==> src/rtl/agp32_mem_ctrl.sv <==
// agp32 memory-side controller: serialises each processor command into an
// optional data access followed by an instruction fetch on one shared
// req/rvalid memory bus, with a power-up wait, per-access watchdog and
// sticky error reporting.
`timescale 1ns/1ps

module agp32_mem_ctrl #(
  parameter int INIT_WAIT = 4,
  parameter int TIMEOUT   = 255
) (
  input  logic        clk,
  input  logic        rst_n,
  input  logic [2:0]  command,
  input  logic [31:0] data_addr,
  input  logic [31:0] data_wdata,
  input  logic [3:0]  data_wstrb,
  input  logic [31:0] pc,
  output logic        ready,
  output logic [31:0] inst_rdata,
  output logic [31:0] data_rdata,
  output logic        mem_start_ready,
  output logic [1:0]  error,
  output logic        mem_req,
  output logic        mem_we,
  output logic [31:0] mem_addr,
  output logic [31:0] mem_wdata,
  output logic [3:0]  mem_wstrb,
  input  logic        mem_rvalid,
  input  logic [31:0] mem_rdata,
  input  logic        mem_err
);

  localparam int INIT_W = (INIT_WAIT > 1) ? $clog2(INIT_WAIT) : 1;
  localparam int WD_W   = (TIMEOUT > 1) ? $clog2(TIMEOUT) : 1;

  localparam logic [31:0] NOP_INST = 32'd63;

  typedef enum logic [2:0] {
    INIT,
    IDLE,
    DATA,
    FETCH,
    ERR
  } state_t;

  state_t            state_q;
  logic [INIT_W-1:0] initCnt_q;
  logic [INIT_W-1:0] initCnt_d;
  logic [WD_W-1:0]   watchdog_q;
  logic [WD_W-1:0]   watchdog_d;
  logic              wdExpired;
  logic              initDone;
  logic              accDone;
  logic              busErr;
  logic [2:0]        cmd_q;
  logic [31:2]       pcWord_q;

  logic              ready_q;
  logic [31:0]       instRdata_q;
  logic [31:0]       dataRdata_q;
  logic              memStartReady_q;
  logic [1:0]        error_q;
  logic              memReq_q;
  logic              memWe_q;
  logic [31:0]       memAddr_q;
  logic [31:0]       memWdata_q;
  logic [3:0]        memWstrb_q;

  // Byte-offset bits are dropped because the bus is word addressed.
  logic unusedAddrBits;
  assign unusedAddrBits = ^{data_addr[1:0], pc[1:0]};

  // Counter increments and terminal-count / bus-response decodes.
  always_comb begin
    initCnt_d  = initCnt_q + INIT_W'(1);
    watchdog_d = watchdog_q + WD_W'(1);
    initDone   = (initCnt_q == INIT_W'(INIT_WAIT - 1));
    wdExpired  = (watchdog_q == WD_W'(TIMEOUT - 1));
    accDone    = mem_rvalid && !mem_err;
    busErr     = mem_rvalid && mem_err;
  end

  // Main sequencer: power-up wait, command capture, data access, fetch, error lock.
  always_ff @(posedge clk or negedge rst_n) begin
    if (!rst_n) begin
      state_q         <= INIT;
      initCnt_q       <= '0;
      watchdog_q      <= '0;
      cmd_q           <= '0;
      pcWord_q        <= '0;
      ready_q         <= 1'b0;
      instRdata_q     <= NOP_INST;
      dataRdata_q     <= '0;
      memStartReady_q <= 1'b0;
      error_q         <= 2'd0;
      memReq_q        <= 1'b0;
      memWe_q         <= 1'b0;
      memAddr_q       <= '0;
      memWdata_q      <= '0;
      memWstrb_q      <= '0;
    end else begin
      case (state_q)
        INIT: begin
          if (initDone) begin
            memStartReady_q <= 1'b1;
            ready_q         <= 1'b1;
            state_q         <= IDLE;
          end else begin
            initCnt_q <= initCnt_d;
          end
        end

        IDLE: begin
          if (command != 3'd0) begin
            cmd_q      <= command;
            pcWord_q   <= pc[31:2];
            ready_q    <= 1'b0;
            watchdog_q <= '0;
            memReq_q   <= 1'b1;
            if (command == 3'd2 || command == 3'd3) begin
              state_q   <= DATA;
              memAddr_q <= {data_addr[31:2], 2'b00};
              if (command == 3'd3) begin
                memWe_q    <= 1'b1;
                memWdata_q <= data_wdata;
                memWstrb_q <= data_wstrb;
              end else begin
                memWe_q    <= 1'b0;
                memWstrb_q <= 4'b0000;
              end
            end else begin
              state_q    <= FETCH;
              memAddr_q  <= {pc[31:2], 2'b00};
              memWe_q    <= 1'b0;
              memWstrb_q <= 4'b0000;
            end
          end
        end

        DATA: begin
          if (busErr) begin
            error_q  <= 2'd2;
            memReq_q <= 1'b0;
            state_q  <= ERR;
          end else if (accDone) begin
            if (cmd_q == 3'd2) begin
              dataRdata_q <= mem_rdata;
            end
            state_q    <= FETCH;
            memAddr_q  <= {pcWord_q, 2'b00};
            memWe_q    <= 1'b0;
            memWstrb_q <= 4'b0000;
            watchdog_q <= '0;
          end else if (wdExpired) begin
            error_q  <= 2'd1;
            memReq_q <= 1'b0;
            state_q  <= ERR;
          end else begin
            watchdog_q <= watchdog_d;
          end
        end

        FETCH: begin
          if (busErr) begin
            error_q  <= 2'd2;
            memReq_q <= 1'b0;
            state_q  <= ERR;
          end else if (accDone) begin
            instRdata_q <= mem_rdata;
            memReq_q    <= 1'b0;
            ready_q     <= 1'b1;
            state_q     <= IDLE;
          end else if (wdExpired) begin
            error_q  <= 2'd1;
            memReq_q <= 1'b0;
            state_q  <= ERR;
          end else begin
            watchdog_q <= watchdog_d;
          end
        end

        ERR: begin
          ready_q  <= 1'b0;
          memReq_q <= 1'b0;
        end

        default: begin
          ready_q  <= 1'b0;
          memReq_q <= 1'b0;
          state_q  <= ERR;
        end
      endcase
    end
  end

  assign ready           = ready_q;
  assign inst_rdata      = instRdata_q;
  assign data_rdata      = dataRdata_q;
  assign mem_start_ready = memStartReady_q;
  assign error           = error_q;
  assign mem_req         = memReq_q;
  assign mem_we          = memWe_q;
  assign mem_addr        = memAddr_q;
  assign mem_wdata       = memWdata_q;
  assign mem_wstrb       = memWstrb_q;

endmodule

==> config.mk <==
export PLATFORM = sky130hd
export DESIGN_NAME = agp32_mem_ctrl
export DESIGN_NICKNAME = d
export VERILOG_FILES = /design/src/rtl/agp32_mem_ctrl.sv
export SDC_FILE = /design/constraint.sdc
export NUM_CORES = 1
export LEC_CHECK = 0
export ABC_AREA = 1
export CORE_MARGIN = 3
export CORE_UTILIZATION = 41
export CTS_CLUSTER_DIAMETER = 60
export DETAILED_ROUTE_END_ITERATION = 12
export MAX_ROUTING_LAYER = met4
export PLACE_DENSITY = 0.79
export SLEW_MARGIN = 20
export SYNTH_ARGS = -nofsm -noshare
export SYNTH_HDL_FRONTEND = slang
export SYNTH_SLANG_ARGS = --single-unit
==> constraint.sdc <==
create_clock -name clk -period 1.4 [get_ports clk]
set_input_delay 0.21 -clock clk [delete_from_list [all_inputs] [get_ports clk]]
set_output_delay 0.21 -clock clk [all_outputs]
set_load 0.03 [all_outputs]
Word level (Yosys, flattened, before mapping):

Index checks and enable logic that the tools add are counted.

* add/subtract/negate cells: 2
* eq/ne operators: 18
* muxes and demuxes: 48
* bitwise logic cells: 5
* reductions and logical operators: 22

Operators with widths (count)
* 32-bit 2-to-1 mux: 4
* 32-bit case mux with 2 select lines: 1
* 8-bit 2-to-1 mux: 6
* 8-bit case mux with 3 select lines: 1
* 3-bit 2-to-1 mux: 7
* 4-bit 2-to-1 mux: 5
* 1-bit 2-to-1 mux: 16
* 3-bit by 2-bit equality test with 1-bit output, second input constant: 5
* 3-bit case mux with 5 select lines: 1
* 2-bit inequality test, second input constant: 7
* 3-bit AND reduction: 4
* 4-bit AND reduction: 3
* 5-bit AND reduction: 2
* 8-bit by 1-bit adder with 8-bit output, second input constant: 1
* 8-bit equality test, second input constant: 1
* 1-bit case mux with 4 select lines: 2
* 4-bit case mux with 2 select lines: 1
* 2-bit 2-to-1 mux: 3
* 2-bit AND reduction: 3
* 3-bit nonzero test: 2
* 1-bit inverter: 5
* 2-bit nonzero test: 2
* 3-bit by 1-bit equality test with 1-bit output, second input constant: 1
* 3-bit equality test, second input constant: 1
* 10 further kinds: 11

* bits in registers: 184
* input bits: 139
* output and inout port bits: 138
* logic and storage cells: 110

Longest topological paths before layout:

Gate-level depths: netlist of the first run.

* depth after elaboration: 5
* gate-level depth with buffers: 11
* gate-level depth less buffers: 11

Worst setup path after synthesis of the first run:

No wires, ideal clock.

* kind: register to register
* start point: register watchdog_q[0]
* end point: register state_q[2]
* data arrival time: 1.322 ns
* required time: 1.273 ns
* setup slack: -0.050 ns
* stages on the path, launching flop included: 9
* path buffers: 1
* cell sequence: dfrtp_1 > inv_1 > ha_1 > nand2_1 > nor2_1 > nand2_1 > buf_2 > a21oi_1 > or2_2

* longest elaborated chain between the ends: 5
* elaborated cells on any way between the ends: 7
* classes of those cells: 1 x eq/ne; 6 x mux

Ends and longest elaborated chain
* from (decl): RTL line 49 `logic [WD_W-1:0] watchdog_q;`
* from (signal assigned): RTL line 159 `watchdog_q <= watchdog_d;`
* from (signal assigned): RTL line 178 `watchdog_q <= watchdog_d;`
* 8-bit equality test *: RTL line 78 `wdExpired = (watchdog_q == WD_W'(TIMEOUT - 1));`
* 3-bit 2-to-1 mux *
* 3-bit 2-to-1 mux (on tied branches) (2 in a row)
* 3-bit case mux with 5 select lines *
* to (signal assigned): RTL line 86 `state_q <= INIT;`
* to (signal assigned): RTL line 107 `state_q <= IDLE;`
* to (signal assigned): RTL line 121 `state_q <= DATA;`
* to (decl): RTL line 46 `state_t state_q;`

Mark *: on every way between the ends. The rest lies on a longest branch, timed or not.
A chain may end at the register's enable or synchronous reset.

Worst setup path in the final report of the first run:

* start point: register state_q[2]
* end point: register watchdog_q[6]

* longest elaborated chain between the ends: 3
* elaborated cells on any way between the ends: 10
* classes of those cells: 7 x eq/ne; 1 x mux; 2 x reduce/logical

Ends and longest elaborated chain
* 3-bit by 2-bit equality test with 1-bit output or 3-bit by 1-bit equality test with 1-bit output (tied branches): RTL line 102 `case (state_q)`
* 2-bit inequality test (no line) or 3-bit nonzero test (tied branches)
* 5-bit AND reduction (no line)

Several ways; a longest one is shown, not always the timed one.

==> impl_metrics.toml, run 1 <==
[outcome]
status = "complete, but fails checks"
violations = "setup timing"

[finish]
finish.instance_area_sq_um = 13640
seq_area_sq_um = 4563
multi_input_comb_area_sq_um = 3622
area_growth_syn_to_layout_pct = 67.83
fillers = 1298
drive_gt1_share_pct = 37.56
layout.nets = 1431

[setup_path]
crit_type = "reg -> reg"
arrival_ps = 1940
cp_max_fo = 5
rr_endpoint = "watchdog_q[6]"
crit_required_ps = 1720
reg2reg_depth = 11
r2r_slack_ps = -220
reg2reg_from = "state_q[2]"
start_kind = "flop"
end_kind = "flop"

[cts]
numCtsBuffers = 17
root_buffer = "clkbuf_16"
h-tree-depth = 4
worst_skew_pair.late_latency_ps = 430
cts_buffer_depth = 2
tritoncts = "done"
cts.sinks = 182
clk_pin_slew_ps = 80

[pwr]
power.density_nw_per_um2 = 924.1
peakVddDrop_mv = 0.7497
p_leak_nw = 6.672

[placement]
placedInstanceArea_sq_um = 11490
dp_hpwl_um = 15480
io_buffer_count = 270
routabilityCongestion = 0.8390

[yosys]
synthArstFlopShare_pct = 100.0
ys_seq_elements = 182
synth-simple-area-share_pct = 17.33
synth_edf_count = 0
syn_inst = 933
syn_area_per_cell_sq_um = 8.713
synthXorXnorAreaFrac_pct = 0.1077
synth_compound_area_share_pct = 16.48
syn_area_sq_um = 8129
synth_top_family_by_area = "simple AND/OR/NAND/NOR gates"
synth_cell_types = 38
synth_most_common_cell = "nand2_1"
synth_area_leaders = "dfrtp_1 (54%), nand2_1 (11%), o21ai_0 (5.7%), inv_1 (5.5%), o21ai_1 (4.7%)"
synthFlopType = "dfrtp_1"
synthAdderAreaFrac_pct = 0.4618
yosysTopAreaCellShare_pct = 54.18
ys_seq_area_share_pct = 56.12
synthMuxAreaShare_pct = 0.1385
ys_warn_count = 0
yosysTopAreaCell = "dfrtp_1"
synthTopCellsByCount = "nand2_1 (235), dfrtp_1 (176), inv_1 (119)"

[timing]
fin_ws_ps = -220.9
min_period_ps = 1621
rsz0062_at_grt = "true"
clock_skew_ps = 15.08
setup_violations = 163
post-route-period-util_pct = 115.8
holdWs_ps = 130.3
max_freq_mhz = 616.9
drv_slew = 0
hold_viol_final = 0

[drt]
drc = 0
drt_iter0_drc = 454
routedWlPerCell_um = 17.85
first_pass_iters = 5
viasPerCell = 5.012
ant_nets = 0
routed_wl_um = 27900
vias = 7833

[floorplan]
die_y_um = 146.8
initial_utilization_pct = 42.60
core_sq_um = 19080
rows = 50
io_pins = 277
die_area_sq_um = 21550
die_x_um = 146.8

[grt]
grt_pass1_wl_um = 38990
gr-total-overflow = 0
antenna_found_initial = 1
grt_use_met2_pct = 41.09
use_met1_pct = 25.79
busiest_layer = "met2"
use_met3_pct = 4.658
track_usage_pct = 23.14
grt_pass1_vias = 7818
grt_max_degree = 67

[flow_run]
drv_cap = 0

[worst_hold_path]
hold_path_class = "in -> async"
[cell type report]
class,count,area share (%)
well taps,260,2.384
diodes,1,0.01834
multi-input cells,579,26.55
flip-flops and latches,182,33.45
clock buffers,17,3.118
inverters,125,3.567
repair buffers,384,29.59
clock inverters,15,1.330
[worst max-delay path by stage]
stage	from	end	slack (ps)	cells after the start
2_1_floorplan	state_q[2]	mem_addr[10]	-40	7
3_3_place_gp	mem_rvalid	mem_wstrb[0]	-460	10
3_5_place_dp	mem_rvalid	mem_wstrb[1]	-520	10
4_1_cts	state_q[2]	watchdog_q[6]	-170	11
5_1_grt	state_q[2]	watchdog_q[6]	-290	12
6_report	state_q[2]	watchdog_q[6]	-220	11
[power by group]
group	switching [W]	internal (W)	total (W)
clock network	0.00237	0.00258	0.00495
logic	0.00103	0.000877	0.00190
registers	0.000241	0.00552	0.00576
[cell families (layout without fill, tap and decap cells)]
logic type	Yosys count	count (layout)
buffers and inverters	174	541
AO/OA/AOI/OAI	241	241
adder cells (fa/ha/maj)	3	3
multiplexers	1	1
flip-flops	182	182
AND/OR/NAND/NOR	330	331
other	1	3
XOR/XNOR	1	1
[cells in the final DEF (no fill, tap or decap), types with 3 or more instances in the layout]
cell / count
o21ai_2: 71
buf_16: 14
clkbuf_2: 63
nand2_8: 4
nor2_1: 39
nand2_4: 51
nand4_1: 3
clkbuf_16: 30
nor2_4: 8
buf_4: 52
a21oi_1: 26
buf_6: 21
dfrtp_1: 175
clkdlybuf4s15_1: 4
inv_6: 4
a21oi_2: 8
nand3_1: 10
nand3_2: 7
clkdlybuf4s15_2: 43
buf_2: 17
buf_8: 3
clkinv_8: 4
inv_1: 115
o21ai_4: 4
nand2_1: 168
nand2_2: 30
o21ai_1: 69
inv_8: 4
buf_12: 19
nand3_4: 3
dfstp_2: 6
inv_2: 7
o21ai_0: 59
clkdlybuf4s50_1: 132
[stage by stage]
| step | util [%] | TNS (ps) | worst slack (ps) | std cells | total power [W] |
|---|---|---|---|---|---|
| floorplan | - | -905.9 | -36.68 | 934 | 0.006612 |
| global placement | 60.22 | -47560 | -462.1 | 1470 | 0.007582 |
| detailed placement | 60.22 | -49060 | -523.8 | 1470 | 0.007621 |
| CTS | 68.96 | -12200 | -168.7 | 1540 | 0.01259 |
| global route | 71.50 | -31050 | -288.6 | 1563 | 0.01307 |
| finish | 71.50 | -17750 | -220.9 | 1563 | 0.01261 |
[flip-flops by register name, indices dropped and copies added, names as in the netlist]
signal	flops
mem_addr	30
watchdog_q	8
mem_start_ready	1
mem_wdata	32
initCnt_q	2
error	2
mem_we	1
state_q	3
inst_rdata	32
data_rdata	32
ready	1
mem_req	1
pcWord_q	30
cmd_q	3
mem_wstrb	4
[worst max-delay path: stages (launching register included)]
cell and delay (ps):
dfrtp_1 390, inv_2 80, nand2_4 70, buf_6 120, buf_6 110, nor2_4 130, inv_2 80, o21ai_4 200
nor2_4 80, buf_6 140, nand3_1 60, nand2_1 60
[repair_timing]
action | in CTS | in global routing
gates cloned | 14 | 17
setup endpoints to repair | 251 | 259
hold endpoints to repair | 176 | 0
setup buffers | 23 | 12
pin swaps | 19 | 27
gates resized for setup | 437 | 260
hold buffers | 1 | 0
[routing by layer]
metal	up-vias	wire, um
met1	3784	10800
met4	0	929
met2	298	14770
met5	-	0
met3	64	1396
li1	3687	-
Note: power is estimated with default switching activity, not from simulation.
==> inputs of run 2 (changes only) <==
--- a/config.mk
+++ b/config.mk
@@ -6,12 +6,15 @@
 export NUM_CORES = 1
 export LEC_CHECK = 0
 export ABC_AREA = 1
+export CAP_MARGIN = 20
+export CELL_PAD_IN_SITES_DETAIL_PLACEMENT = 0
+export CELL_PAD_IN_SITES_GLOBAL_PLACEMENT = 2
 export CORE_MARGIN = 3
-export CORE_UTILIZATION = 41
+export CORE_UTILIZATION = 24
 export CTS_CLUSTER_DIAMETER = 60
 export DETAILED_ROUTE_END_ITERATION = 12
 export MAX_ROUTING_LAYER = met4
-export PLACE_DENSITY = 0.79
+export PLACE_DENSITY = 0.81
 export SLEW_MARGIN = 20
 export SYNTH_ARGS = -nofsm -noshare
 export SYNTH_HDL_FRONTEND = slang
==> impl_metrics.toml, run 2 (synthesis gave the netlist of run 1 again) <==
[floorplan]
initial_utilization_pct = 24.67
die_area_sq_um = 36120
io_pins = 277
core_sq_um = 32950
die_y_um = 190.0
rows = 66
die_x_um = 190.0

[drt]
viasPerCell = 4.205
first_pass_iters = 4
routedWlPerCell_um = 15.71
wl_met3_um = 1463
vias = 7368
drc = 0
dr.max_layer_used = "met4"
routed-wl-met2_um = 13390
drt_iter0_drc = 327
routed_wl_um = 27520
ant_nets = 0
wl_met1_um = 12300

[finish]
area_growth_syn_to_layout_pct = 70.06
finish.instance_area_sq_um = 13820
layout_common_cells = "nand2_1 (205), dfrtp_1 (175), clkdlybuf4s50_1 (133)"
drive_gt1_share_pct = 33.03
layout.nets = 1437
final_util_pct = 41.96
final_cells = 1752
fillers = 3279
final_common_cell = "nand2_1"

[pwr]
finalPower_w = 0.01268
power_frac_clock_pct = 39.2
p_sw_share_pct = 27.08
power_frac_comb_pct = 15.6
p_leak_nw = 6.544
cell_internal_pwr_w = 0.009247
power.density_nw_per_um2 = 917.3
p_switching_w = 0.003434
peakVddDrop_mv = 0.8115
p_seq_share_pct = 45.2

[cts]
clk_pin_slew_ps = 70
root_buffer = "clkbuf_16"
numCtsBuffers = 17
tritoncts = "done"
worst_skew_pair.late_latency_ps = 440
cts.sinks = 182
cts_buffer_depth = 2
h-tree-depth = 4

[timing]
hold_viol_final = 0
drv_slew = 0
setup_violations = 140
rsz0062_at_grt = "true"
post-route-period-util_pct = 110.8
min_period_ps = 1552
clock_skew_ps = 10.20
fin_ws_ps = -151.9
max_freq_mhz = 644.4

[grt]
gr-total-overflow = 0
track_usage_pct = 14.59
antenna_found_initial = 2
grt_pass1_vias = 7406
grt_pass1_wl_um = 40450
grt_max_degree = 65

[placement]
routabilityCongestion = 0.7507
io_buffer_count = 270
dp.cells = 1668
placedInstanceArea_sq_um = 11920
dp_hpwl_um = 17090
post-place-ws_ps = -536.1

[setup_path]
critPathBufInv = 4
path_depth = 8
path_cells = "buf_6 -> nor3_4 -> buf_6 -> o21ai_4 -> buf_8 -> clkbuf_16 -> nand2_1 -> o21ai_2"
arrival_ps = 1890
crit_type = "reg -> reg"
cp_slowest_cell = "dfrtp_2"
cpPeakStageDelay_ps = 430
end_kind = "flop"
cp_max_fo = 5
reg2reg_depth = 8
timing.critical_path.mode_cell = "buf_6"
start_kind = "flop"
crit_required_ps = 1740
cp_top_family = "buffers and inverters"

[worst_hold_path]
hold_path_class = "in -> async"

[outcome]
violations = "setup timing"
status = "complete, but fails checks"

[flow_run]
drv_cap = 0
run 2: cell types whose count changed in the layout (fill, tap and decap cells not counted), sizes merged, moves of 2 or more:
cell and change:
dlygate4sd2 -2, clkinvlp +3, clkbuf -51, clkdlybuf4s15 +53, inv -4, buf +7, clkinv -3
run 2: worst paths after layout:
check / start / to / slack, ps
worst max-delay path: state_q[0] / mem_addr[27] / -150
worst min-delay path: rst_n / pcWord_q[19] / 180
worst max register to register: state_q[0] / mem_addr[27] / -150
worst min register to register: inst_rdata[2] / inst_rdata[2] / 470
max in group asynchronous: rst_n / mem_wdata[9] / 580
min in group clk: data_wdata[31] / mem_wdata[31] / 300
run 2: repair_timing:
action / CTS / global route
pin swaps: 8 / 9
endpoints found under the hold margin: 144 / 0
cloned: 9 / 16
buffers inserted: 19 / 5
endpoints found under the setup margin: 251 / 172
resized for setup: 427 / 130
hold buffers: 1 / 0
run 2: through the flow:
| stage | TNS [ps] | hold slack, ps |
|---|---|---|
| 5_1_grt | -19370 | 173.9 |
| 6_report | -10660 | 175.4 |
| 3_3_place_gp | -55830 | 75.21 |
| 3_5_place_dp | -56140 | 75.29 |
| 4_1_cts | -8842 | 150.5 |
| 2_1_floorplan | -905.9 | -85.59 |
run 2: power by group through the flow:
| stage | Clock [W] | Combinational, W | Sequential [W] |
|---|---|---|---|
| 2_1_floorplan | 0 | 0.000546 | 0.00607 |
| 3_3_place_gp | 0 | 0.00192 | 0.00580 |
| 3_5_place_dp | 0 | 0.00194 | 0.00580 |
| 4_1_cts | 0.00513 | 0.00195 | 0.00571 |
| 5_1_grt | 0.00535 | 0.00216 | 0.00577 |
| 6_report | 0.00497 | 0.00198 | 0.00574 |
run 2: metal layers:
metal | global-route usage [%] | vias up
li1 | - | 3692
met1 | 18.29 | 3489
met2 | 22.99 | 169
met3 | 4.146 | 18
met4 | 4.350 | 0
met5 | - | -
run 2: area by class of cell:
type | instances | area, sq um | area share, %
antenna | 2 | 5.005 | 0.03620
timing repair buffer | 389 | 4417 | 31.95
sequential | 182 | 4563 | 33.01
clock inverter | 12 | 140.1 | 1.014
tap | 442 | 553.0 | 4.000
multi-input combinational | 580 | 3206 | 23.19
clock buffer | 20 | 456.7 | 3.303
inverter | 125 | 484.2 | 3.503
run 2: worst register-to-register path, stage by stage, from the launching register on:
cell       delay [ps]
dfrtp_2           430
buf_6             130
nor3_4            260
buf_6             150
o21ai_4            70
buf_8             150
clkbuf_16         160
nand2_1            60
o21ai_2            50
==> inputs of run 3 (changes only) <==
--- a/config.mk
+++ b/config.mk
@@ -13,9 +13,9 @@
 export CORE_UTILIZATION = 24
 export CTS_CLUSTER_DIAMETER = 60
 export DETAILED_ROUTE_END_ITERATION = 12
+export GPL_ROUTABILITY_DRIVEN = 0
 export MAX_ROUTING_LAYER = met4
 export PLACE_DENSITY = 0.81
-export SLEW_MARGIN = 20
 export SYNTH_ARGS = -nofsm -noshare
 export SYNTH_HDL_FRONTEND = slang
 export SYNTH_SLANG_ARGS = --single-unit
==> results of run 3 <==
No change in the layout: final DEF, timing and power equal those of run 2.
